===== src/rtl/rr_onehot_arbiter.sv =====
// Round-robin arbiter with a registered one-hot grant and a valid/ready handshake.
// The rotating priority pointer moves to the index just past the granted
// requester only when that grant is accepted.
module rr_onehot_arbiter #(
  parameter  int WIDTH = 4,
  localparam int PTR_W = $clog2(WIDTH)
) (
  input  logic             clk,
  input  logic             rst,
  input  logic [WIDTH-1:0] req,
  input  logic             gnt_ready,
  output logic             gnt_valid,
  output logic [WIDTH-1:0] gnt_onehot,
  output logic [PTR_W-1:0] ptr
);

  typedef enum logic {
    IDLE  = 1'b0,
    GRANT = 1'b1
  } state_e;

  state_e             state_q, state_d;
  logic [WIDTH-1:0]   gnt_q, gnt_d;
  logic [PTR_W-1:0]   ptr_q, ptr_d;

  logic [PTR_W-1:0]   gnt_idx;
  logic [PTR_W-1:0]   ptr_inc;
  logic [PTR_W-1:0]   scan_base;
  logic [WIDTH-1:0]   pick_onehot;
  logic               handshake;

  // Every output comes straight from a flop, so req and gnt_ready never reach a port combinationally.
  assign gnt_valid  = (state_q == GRANT);
  assign gnt_onehot = gnt_q;
  assign ptr        = ptr_q;

  assign handshake  = (state_q == GRANT) && gnt_ready;

  // Encode the currently held one-hot grant and compute the pointer that follows it.
  always_comb begin
    // NOTE: every combinational output gets a default first so no path can infer a latch.
    gnt_idx = '0;
    for (int i = 0; i < WIDTH; i++) begin
      if (gnt_q[i]) gnt_idx = PTR_W'(i);
    end
    ptr_inc = (gnt_idx == PTR_W'(WIDTH - 1)) ? '0 : gnt_idx + PTR_W'(1);
  end

  // Scan req cyclically upward from the priority base; the base is the advanced pointer on a handshake.
  always_comb begin
    int   idx;
    logic found;
    scan_base   = handshake ? ptr_inc : ptr_q;
    pick_onehot = '0;
    found       = 1'b0;
    idx         = 0;
    for (int i = 0; i < WIDTH; i++) begin
      idx = int'(scan_base) + i;
      if (idx >= WIDTH) idx = idx - WIDTH;
      if (!found && req[PTR_W'(idx)]) begin
        pick_onehot[PTR_W'(idx)] = 1'b1;
        found                    = 1'b1;
      end
    end
  end

  // Next-state logic: hold while a grant waits, advance on a handshake, start from IDLE when anyone asks.
  always_comb begin
    state_d = state_q;
    gnt_d   = gnt_q;
    ptr_d   = ptr_q;
    unique case (state_q)
      IDLE: begin
        if (|req) begin
          state_d = GRANT;
          gnt_d   = pick_onehot;
        end
      end
      GRANT: begin
        if (gnt_ready) begin
          ptr_d = ptr_inc;
          if (|req) begin
            gnt_d = pick_onehot;
          end else begin
            state_d = IDLE;
            gnt_d   = '0;
          end
        end
      end
      default: begin
        state_d = IDLE;
        gnt_d   = '0;
      end
    endcase
  end

  // State register with synchronous reset that discards any pending grant.
  always_ff @(posedge clk) begin
    // NOTE: sequential state uses non-blocking assignments so all flops update together at the edge.
    if (rst) begin
      state_q <= IDLE;
      gnt_q   <= '0;
      ptr_q   <= '0;
    end else begin
      state_q <= state_d;
      gnt_q   <= gnt_d;
      ptr_q   <= ptr_d;
    end
  end

endmodule


===== config.mk =====
export PLATFORM = sky130hd
export DESIGN_NAME = rr_onehot_arbiter
export DESIGN_NICKNAME = d
export VERILOG_FILES = /design/src/rtl/rr_onehot_arbiter.sv
export SDC_FILE = /design/constraint.sdc
export NUM_CORES = 1
export LEC_CHECK = 0
export ABC_AREA = 1
export CAP_MARGIN = 10
export CORE_MARGIN = 10
export CORE_UTILIZATION = 35
export CTS_CLUSTER_SIZE = 40
export DETAILED_ROUTE_END_ITERATION = 10
export PLACE_DENSITY = 0.59
export SYNTH_ARGS = -nofsm -noshare
export SYNTH_HDL_FRONTEND = slang
export SYNTH_SLANG_ARGS = --single-unit

===== constraint.sdc =====
create_clock -name clk -period 2.4 [get_ports clk]
set_input_delay 0.24 -clock clk [delete_from_list [all_inputs] [get_ports clk]]
set_output_delay 0.24 -clock clk [all_outputs]
set_load 0.05 [all_outputs]

[Word level (Yosys, flattened, before mapping)]
Index checks and enable logic that the tools add are counted.
W data, S select, Z words.
Operators by class
  $add $sub $neg: 8
  equal/unequal tests: 3
  multipliers: 0
  bitwise gates (word level): 4
  reduce and logical (&&, ||, !) cells: 14
  shifts and indexed selects: 0
  $lt $le $gt $ge: 12
  divide/modulo/power cells: 0
  mux-type cells: 43
Operator list (number)
  $mux W4: 7
  $mux W1: 18
  $lt A2 B4 Y1 const B: 4
  $mux W2: 8
  $or A4 B4 Y4: 3
  $ge A3 B3 Y1 const B: 3
  $bmux W1 S2: 4
  $demux W1 S2: 4
  $ge A2 B1 Y1 const B: 4
  $logic_and A1 B1 Y1: 8
  $pmux W4 S2: 1
  $sub A2 B1 Y2 const B: 4
  $add A2 B2 Y3 const B: 2
  $ne A2 B2 Y1 const B: 2
  $reduce_and A2 Y1: 2
  $reduce_or A4 Y1: 1
  $add A2 B1 Y3 const B: 1
  $ge A2 B3 Y1 const B: 1
  $logic_not A1 Y1: 3
  $add A2 B1 Y2 const B: 1
  $eq A2 B2 Y1 const B: 1
  $pmux W1 S2: 1
  $not A1 Y1: 1
Word-level totals
  bits in read-only memories: 0
  RAM bits: 0
  output and inout port bits: 7
  input bits: 7
  memories: 0
  bits in latches: 0
  flip-flop bits (word level): 7

[Depth between registers and ports, before layout]
Gate-level depths: netlist (run 1).
  depth after elaboration: 24
  depth in mapped cells: 19
  gate-level depth less buffers: 18

[Worst setup path before layout (run 1)]
OpenSTA, ideal clock, no wires.
  kind: reg2reg
  start point: register gnt_q[2] (netlist: gnt_onehot[2])
  end point: register gnt_q[3] (netlist: gnt_onehot[3])
  data arrival time: 2.742 ns
  buffers on the path: 1
  cell stages (with the launch flop): 19
  data required time: 2.330 ns
  slack: -0.412 ns
  period minus slack after synthesis: 2.812 ns
  cell sequence: dfxtp_1 inv_2 nand2_4 nand2_2 ha_1 inv_1 nand3_2 o21ai_4 inv_1 ha_1 buf_2 inv_1 nand2_1 nand2_4 nor2_8 nand3b_1 nand3_1 nand2_1 a21oi_1
Between the ends
  word-level cells in the longest chain between the ends: 23
  elaborated cells between the ends (all ways): 73
RTL lines
  start: declaration: RTL line 23  | logic [WIDTH-1:0] gnt_q, gnt_d;
  start signal: assignment: RTL line 106  | gnt_q <= gnt_d;
  $mux W2 * (2 in series): RTL line 44  | if (gnt_q[i]) gnt_idx = PTR_W'(i);
  $add A2 B1 Y2 / $eq A2 B2 Y1 (equally long branches): RTL line 46  | ptr_inc = (gnt_idx == PTR_W'(WIDTH - 1)) ? '0 : gnt_idx + PTR_W'(1);
  $mux W2 *: RTL line 46
  $mux W2 *: RTL line 53  | scan_base = handshake ? ptr_inc : ptr_q;
  branches (longest 14 deep; another with $lt A2 B4 Y1)
  $mux W4 *: RTL line 60  | if (!found && req[PTR_W'(idx)]) begin
  $mux W4: RTL line 82  | if (|req) begin
  $mux W4: RTL line 80  | if (gnt_ready) begin
  $pmux W4 S2 *: RTL line 72  | unique case (state_q)
Mark *: on every way between the ends. The select of a mux whose other input is x is not followed.
A chain may end at the register's enable or synchronous reset.

[Worst setup path in the final report (run 1)]
  start point: register gnt_q[2] (netlist: gnt_onehot[2])
  end point: register gnt_q[0] (netlist: gnt_onehot[0])
Same word-level chain as after synthesis.

==> flow_summary_export.csv, run 1 <==
group,metric,value,unit
outcome,outcome,"completed",
sta,fmax,0.4611,GHz
detailed_routing,firstDrtPassIters,4,
sta,finClkSkew,3.657,ps
grt,grtUsageTotal,0.08670,
logic_synthesis,yosysSeqAreaShare,0.1635,
setup_path,end_kind,"flop",
finish,num-nets-final,173,
detailed_routing,ant_nets,0,
logic_synthesis,avgSynthCellArea,6.349,sq um
placed_design,hpwl,1756,um
grt,grt_pass1_wl,3705,um
logic_synthesis,ys_seq_elements,7,
grt,antenna_found_initial,0,
logic_synthesis,synth_area,857.1,sq um
grt,grt_max_degree,10,
clock_network,clock_path_buffers,2,
logic_synthesis,synth_compound_area_frac,0.05693,
grt,grt-ovfl-total,0,
sta,period_minus_slack,2169,ps
finish,fillCellCount,223,
run,maxCapViolCount,0,
detailed_routing,drt_iter0_markers,50,
clock_network,clkLatencyLatePin,260,ps
power,power_density,1153,nW/um^2
logic_synthesis,synth_xor_xnor_area_share,0,
logic_synthesis,synthCells,135,
sta,finalHoldViolCount,0,
setup_path,critical_path.startpoint_type,"flop",
setup_path,slowest_stage,"dfxtp_4",
logic_synthesis,synthAdderAreaFrac,0.1314,
clock_network,postCtsHoldBufs,0,
logic_synthesis,synth_simple_gate_area_frac,0.5416,
setup_path,cp_data_arrival_time,2360,ps
setup_path,ff2ff_setup_slack,230,ps
die,dieArea,4828,sq um
clock_network,cts_tree,"built",
power,p_seq_frac,0.138,
detailed_routing,viasPerCell,4.924,
grt,grt_pass1_vias,900,
detailed_routing,drcViolationCount,0,
detailed_routing,wl_per_cell,11.85,um
detailed_routing,drt_wl_total,2180,um
clock_network,postCtsSetupBuffers,0,
setup_path,rr_worst_depth,17,
setup_path,cp-endpoint,"gnt_onehot[0]$_SDFFE_PP0P_",
logic_synthesis,synthMuxAreaShare,0,
sta,worstMarginPinSlew,508.0,ps
setup_path,critPathMaxStageDelay,350,ps
power,power.switching,0.0007082,W
clock_network,cts-buffers-inserted,3,
logic_synthesis,syn-num-nets,151,
setup_path,cp-startpoint,"gnt_onehot[2]$_SDFFE_PP0P_",
sta,relSlewSlack,0.6603,
hold_path,worstHoldPathType,"reg -> reg",
sta,rsz0062_at_grt,"false",
clock_network,root_buffer,"clkbuf_4",
setup_path,worstPathMaxFanout,8,
sta,timing.final.crit_share,0.9037,
finish,fin_util,0.4882,
setup_path,worstPathRequired,2590,ps
clock_network,cts.clk_slew.worst_paths,60,ps
power,power,0.001281,W
power,clockPowerShare,0.088,
die,coreArea,2276,sq um
finish,drive_above_1_share,0.2628,
logic_synthesis,synth.distinct_cells,19,
setup_path,rr_endpoint,"gnt_onehot[0]$_SDFFE_PP0P_",
die,rows,17,
finish,syn_to_final_growth,29.64,%
die,start_util,0.3766,
logic_synthesis,synth_top_family_by_area,"simple AND/OR/NAND/NOR gates",
clock_network,cts.sinks,7,
detailed_routing,vias,906,
die,die_w,69.49,um
power,p_int,0.0005730,W
logic_synthesis,yosysWarnings,0,
power,ir_worst_vdd,549.5,uV
clock_network,htree_levels,1,
sta,hold_ws,474.3,ps
setup_path,worstReg2RegStart,"gnt_onehot[2]$_SDFFE_PP0P_",
die,dieHeight,69.49,um
power,sw_frac_of_total,0.5528,
sta,finalSetupTns,0,ps
sta,setup_viol,0,
sta,drv_slew,0,
placed_design,io_buffers,13,
placed_design,routabilityCongestion,0.8521,
setup_path,crit_chain,"inv_2 -> nand2_4 -> nand2_2 -> ha_2 -> inv_1 -> nand3_2 -> o21ai_4 -> inv_2 -> ha_4 -> inv_2 -> nand3_1 -> nand2_1 -> nor2_2 -> nand3_1 -> nand3_1 -> nand2_1 -> a21oi_1",
finish,antenna_cells,0,
power,combPwrFrac,0.774,
die,io_pins,14,
setup_path,critical_path_class,"reg -> reg",
power,leakage,0.5263,nW
area by class of cell:
cell class / instances / area (sq um) / area share
Clock buffer: 3 / 22.52 / 0.02027
Clock inverter: 1 / 5.005 / 0.004504
Inverter: 23 / 86.33 / 0.07770
Multi-Input combinational cell: 104 / 648.1 / 0.5833
Sequential cell: 7 / 146.4 / 0.1318
Tap cell: 28 / 35.03 / 0.03153
Timing Repair Buffer: 18 / 167.7 / 0.1509
flip-flops by register name (all words and copies together) (netlist names):
register    flops
gnt_onehot      4
ptr             2
gnt_valid       1
through the flow:
| step | area [sq um] | std cells | setup WS, ps |
|---|---|---|---|
| floorplan | 879.6 | 135 | 1.685 |
| global placement | 1071 | 180 | 89.48 |
| detailed placement | 1071 | 180 | 40.18 |
| CTS | 1099 | 184 | 80.68 |
| global route | 1111 | 184 | 24.71 |
| finish | 1111 | 184 | 231.0 |
power by group through the flow:
| stage | combinational [W] | clock [W] | sequential (W) |
|---|---|---|---|
| 2_1_floorplan | 0.000640 | 0 | 0.000281 |
| 3_3_place_gp | 0.000952 | 0 | 0.000179 |
| 3_5_place_dp | 0.000960 | 0 | 0.000180 |
| 5_1_grt | 0.00110 | 0.000123 | 0.000182 |
| 6_report | 0.000992 | 0.000112 | 0.000177 |
| 4_1_cts | 0.000968 | 0.000115 | 0.000177 |
synthesized netlist by cell type:
cell type | instances | area share
nand2_1 | 33 | 0.14
nand3_1 | 22 | 0.13
inv_1 | 17 | 0.074
nor2_1 | 10 | 0.044
ha_1 | 9 | 0.13
nand2_2 | 8 | 0.058
dfxtp_1 | 7 | 0.16
a21oi_1 | 5 | 0.029
inv_2 | 4 | 0.018
nand3_2 | 4 | 0.047
nand3b_1 | 4 | 0.035
nand2_4 | 3 | 0.039
clkinv_1 | 2 | 0.0088
nor2_2 | 2 | 0.015
buf_2 | 1 | 0.0058
nor2_8 | 1 | 0.023
nor4_1 | 1 | 0.0073
o21ai_4 | 1 | 0.019
o21bai_1 | 1 | 0.0088
cells in the final DEF (no fill, tap or decap), types with 2 or more instances in the layout:
master,n
nand2_4,3
clkbuf_4,3
clkdlybuf4s50_1,13
nor2_1,10
dfxtp_2,2
inv_1,15
inv_2,6
buf_4,5
nor2_2,2
dfxtp_1,4
a21oi_1,5
nand3b_1,4
nand3_2,5
clkinv_1,2
ha_1,7
nand2_1,32
nand3_1,21
nand2_2,9
routing by layer:
metal | track usage | wire [um] | vias to the layer above
met4 | 0.02439 | 0 | 0
met3 | 0.01427 | 103 | 0
li1 | - | - | 469
met2 | 0.1552 | 1090 | 25
met5 | 0 | 0 | -
met1 | 0.1015 | 987 | 412
worst min path at each step:
stage	startpoint	endpoint	depth (start not counted)	slack [ps]
after detailed placement	gnt_onehot[0]$_SDFFE_PP0P_	gnt_onehot[0]$_SDFFE_PP0P_	2	470
after global placement	gnt_onehot[0]$_SDFFE_PP0P_	gnt_onehot[0]$_SDFFE_PP0P_	2	460
after global routing	gnt_onehot[3]$_SDFFE_PP0P_	gnt_onehot[3]$_SDFFE_PP0P_	2	510
final	gnt_onehot[0]$_SDFFE_PP0P_	gnt_onehot[0]$_SDFFE_PP0P_	2	470
after floorplan	rst	gnt_onehot[2]$_SDFFE_PP0P_	1	300
after CTS	gnt_onehot[3]$_SDFFE_PP0P_	gnt_onehot[3]$_SDFFE_PP0P_	2	480
cell families (layout without fill, tap and decap cells):
| logic type | count (synthesis) | in the layout |
|---|---|---|
| AO/OA/AOI/OAI | 7 | 7 |
| buffers and inverters | 24 | 45 |
| adder cells (fa/ha/maj) | 9 | 9 |
| flip-flops | 7 | 7 |
| AND/OR/NAND/NOR | 88 | 88 |
timing repair:
item / CTS / global route
resized for setup: 0 / 2
setup endpoints to repair: 0 / 4
endpoints found under the hold margin: 0 / 0
critical path, delay by kind of cell (launching register included):
| kind | cells | cell delay [ps] |
|---|---|---|
| flops | 1 | 350 |
| buf+inv | 4 | 240 |
| simple gates | 9 | 750 |
| compound gates | 2 | 260 |
| fa+ha+maj | 2 | 500 |
Note: power is estimated with default switching activity, not from simulation.
==> inputs of run 2 (changes only) <==
Settings changed: CTS_BUF_LIST set to sky130_fd_sc_hd__clkbuf_4 sky130_fd_sc_hd__clkbuf_8 sky130_fd_sc_hd__clkbuf_16.
==> results of run 2 <==
The final DEF is identical to that of run 1; final timing and power are the same.
==> inputs of run 3 (changes only) <==
Settings changed: TNS_END_PERCENT set to 30.
==> flow_summary_export.csv, run 3 (synthesis results as in run 1) <==
group,metric,value,unit
outcome,outcome,"completed",
grt,grt_pass1_wl,3684,um
die,dieHeight,69.49,um
sta,finalSetupTns,0,ps
placed_design,hpwl,1714,um
setup_path,cp-startpoint,"gnt_onehot[2]$_SDFFE_PP0P_",
detailed_routing,drcViolationCount,0,
die,start_util,0.3766,
setup_path,ff2ff_setup_slack,190,ps
sta,setup_viol,0,
clock_network,postCtsHoldBufs,0,
power,leakage,0.5270,nW
finish,final_cell_mix,"nand2_1 (32), nand3_1 (21), inv_1 (15)",
finish,syn_to_final_growth,29.93,%
clock_network,htree_levels,1,
setup_path,rr_worst_depth,17,
detailed_routing,vias,881,
die,coreArea,2276,sq um
setup_path,worstReg2RegStart,"gnt_onehot[2]$_SDFFE_PP0P_",
power,power_density,1161,nW/um^2
clock_network,cts.sinks,7,
sta,setup_slack,193.3,ps
clock_network,cts-buffers-inserted,3,
sta,finalHoldViolCount,0,
placed_design,place_ws,38.04,ps
setup_path,rr_endpoint,"gnt_onehot[1]$_SDFFE_PP0P_",
sta,relSlewSlack,0.6599,
hold_path,worstHoldPathType,"reg -> reg",
sta,period_minus_slack,2207,ps
sta,worstMarginPinSlew,508.5,ps
finish,multiInputGateArea,648.1,sq um
sta,rsz0062_at_grt,"false",
run,maxCapViolCount,0,
setup_path,end_kind,"flop",
clock_network,cts.clk_slew.worst_paths,50,ps
clock_network,clkLatencyLatePin,250,ps
grt,grt-ovfl-total,0,
finish,regArea,146.4,sq um
finish,fin_area,1114,sq um
clock_network,postCtsSetupBuffers,0,
setup_path,cp-endpoint,"gnt_onehot[1]$_SDFFE_PP0P_",
grt,grtUsageTotal,0.08711,
placed_design,routabilityCongestion,0.9168,
clock_network,clock_path_buffers,2,
clock_network,root_buffer,"clkbuf_4",
grt,grt_pass1_vias,854,
detailed_routing,firstDrtPassIters,4,
sta,timing.final.crit_share,0.9195,
clock_network,cts-resized-gates,0,
sta,drv_slew,0,
finish,largest_reg_flops,4,
setup_path,cp_data_arrival_time,2380,ps
setup_path,worstPathMaxFanout,8,
die,io_pins,14,
placed_design,dpl_cell_area,1071,sq um
setup_path,critical_path.startpoint_type,"flop",
detailed_routing,ant_nets,0,
placed_design,io_buffers,13,
sta,finClkSkew,4.091,ps
detailed_routing,drt_wl_total,2111,um
finish,fillCellCount,225,
setup_path,critical_path_class,"reg -> reg",
sta,fmax,0.4532,GHz
finish,antenna_cells,0,
detailed_routing,viasPerCell,4.788,
finish,num-nets-final,173,
finish,drive_above_1_share,0.2628,
grt,antenna_found_initial,0,
detailed_routing,drt_iter0_markers,47,
hold_path,holdPathStages,2,
die,die_w,69.49,um
die,rows,17,
grt,grt_max_degree,10,
power,ir_worst_vdd,573.5,uV
setup_path,worstPathRequired,2570,ps
clock_network,cts_tree,"built",
detailed_routing,wl_per_cell,11.47,um
die,dieArea,4828,sq um
finish,final_common_cell,"nand2_1",
## run 3: cell type report
type | count | share of cell area
Multi-Input combinational cell | 104 | 0.5820
Timing Repair Buffer | 18 | 0.1506
Sequential cell | 7 | 0.1315
Inverter | 23 | 0.07753
Tap cell | 28 | 0.03146
Clock buffer | 4 | 0.02697
## run 3: report_power, final
group	switching, W	internal [W]	total (W)	leakage [nW]
clock network	0.0000445	0.0000748	0.000119	0.0184
logic	0.000636	0.000361	0.000996	0.449
registers	0.0000251	0.000152	0.000177	0.0591
total	0.000705	0.000588	0.00129	0.527
## run 3: metrics by stage
| step | hold slack, ps | total power, W | utilization | std cells |
|---|---|---|---|---|
| floorplan | 299.4 | 0.0009100 | - | 135 |
| global placement | 459.3 | 0.001137 | 0.4706 | 180 |
| detailed placement | 462.0 | 0.001143 | 0.4706 | 180 |
| CTS | 468.2 | 0.001273 | 0.4838 | 184 |
| global route | 502.6 | 0.001423 | 0.4893 | 184 |
| finish | 469.7 | 0.001293 | 0.4893 | 184 |
## run 3: worst min-delay path by stage
stage                          startpoint                         end  slack, ps
6_report       gnt_onehot[0]$_SDFFE_PP0P_  gnt_onehot[0]$_SDFFE_PP0P_        470
5_1_grt        gnt_onehot[0]$_SDFFE_PP0P_  gnt_onehot[0]$_SDFFE_PP0P_        500
4_1_cts        gnt_onehot[0]$_SDFFE_PP0P_  gnt_onehot[0]$_SDFFE_PP0P_        470
3_5_place_dp   gnt_onehot[0]$_SDFFE_PP0P_  gnt_onehot[0]$_SDFFE_PP0P_        460
3_3_place_gp   gnt_onehot[0]$_SDFFE_PP0P_  gnt_onehot[0]$_SDFFE_PP0P_        460
2_1_floorplan                         rst  gnt_onehot[2]$_SDFFE_PP0P_        300
## run 3: metal layers
| metal | vias up | wire, um | track usage |
|---|---|---|---|
| li1 | 473 | - | - |
| met1 | 397 | 998 | 0.1067 |
| met5 | - | 0 | 0 |
| met3 | 0 | 57 | 0.01569 |
| met4 | 0 | 0 | 0.02661 |
| met2 | 11 | 1055 | 0.1482 |
## run 3: worst max-delay path, stage by stage (launching register included)
cell     delay [ps]
dfxtp_4         350
inv_2            50
nand2_4          60
nand2_2          70
ha_2            190
inv_1            60
nand3_2          70
o21ai_4         150
inv_2            70
ha_4            310
inv_2            60
nand3_1          70
nand2_1          70
nor2_2          160
nand3_1          90
nand3_1         100
nand2_1          60
a21oi_1         120
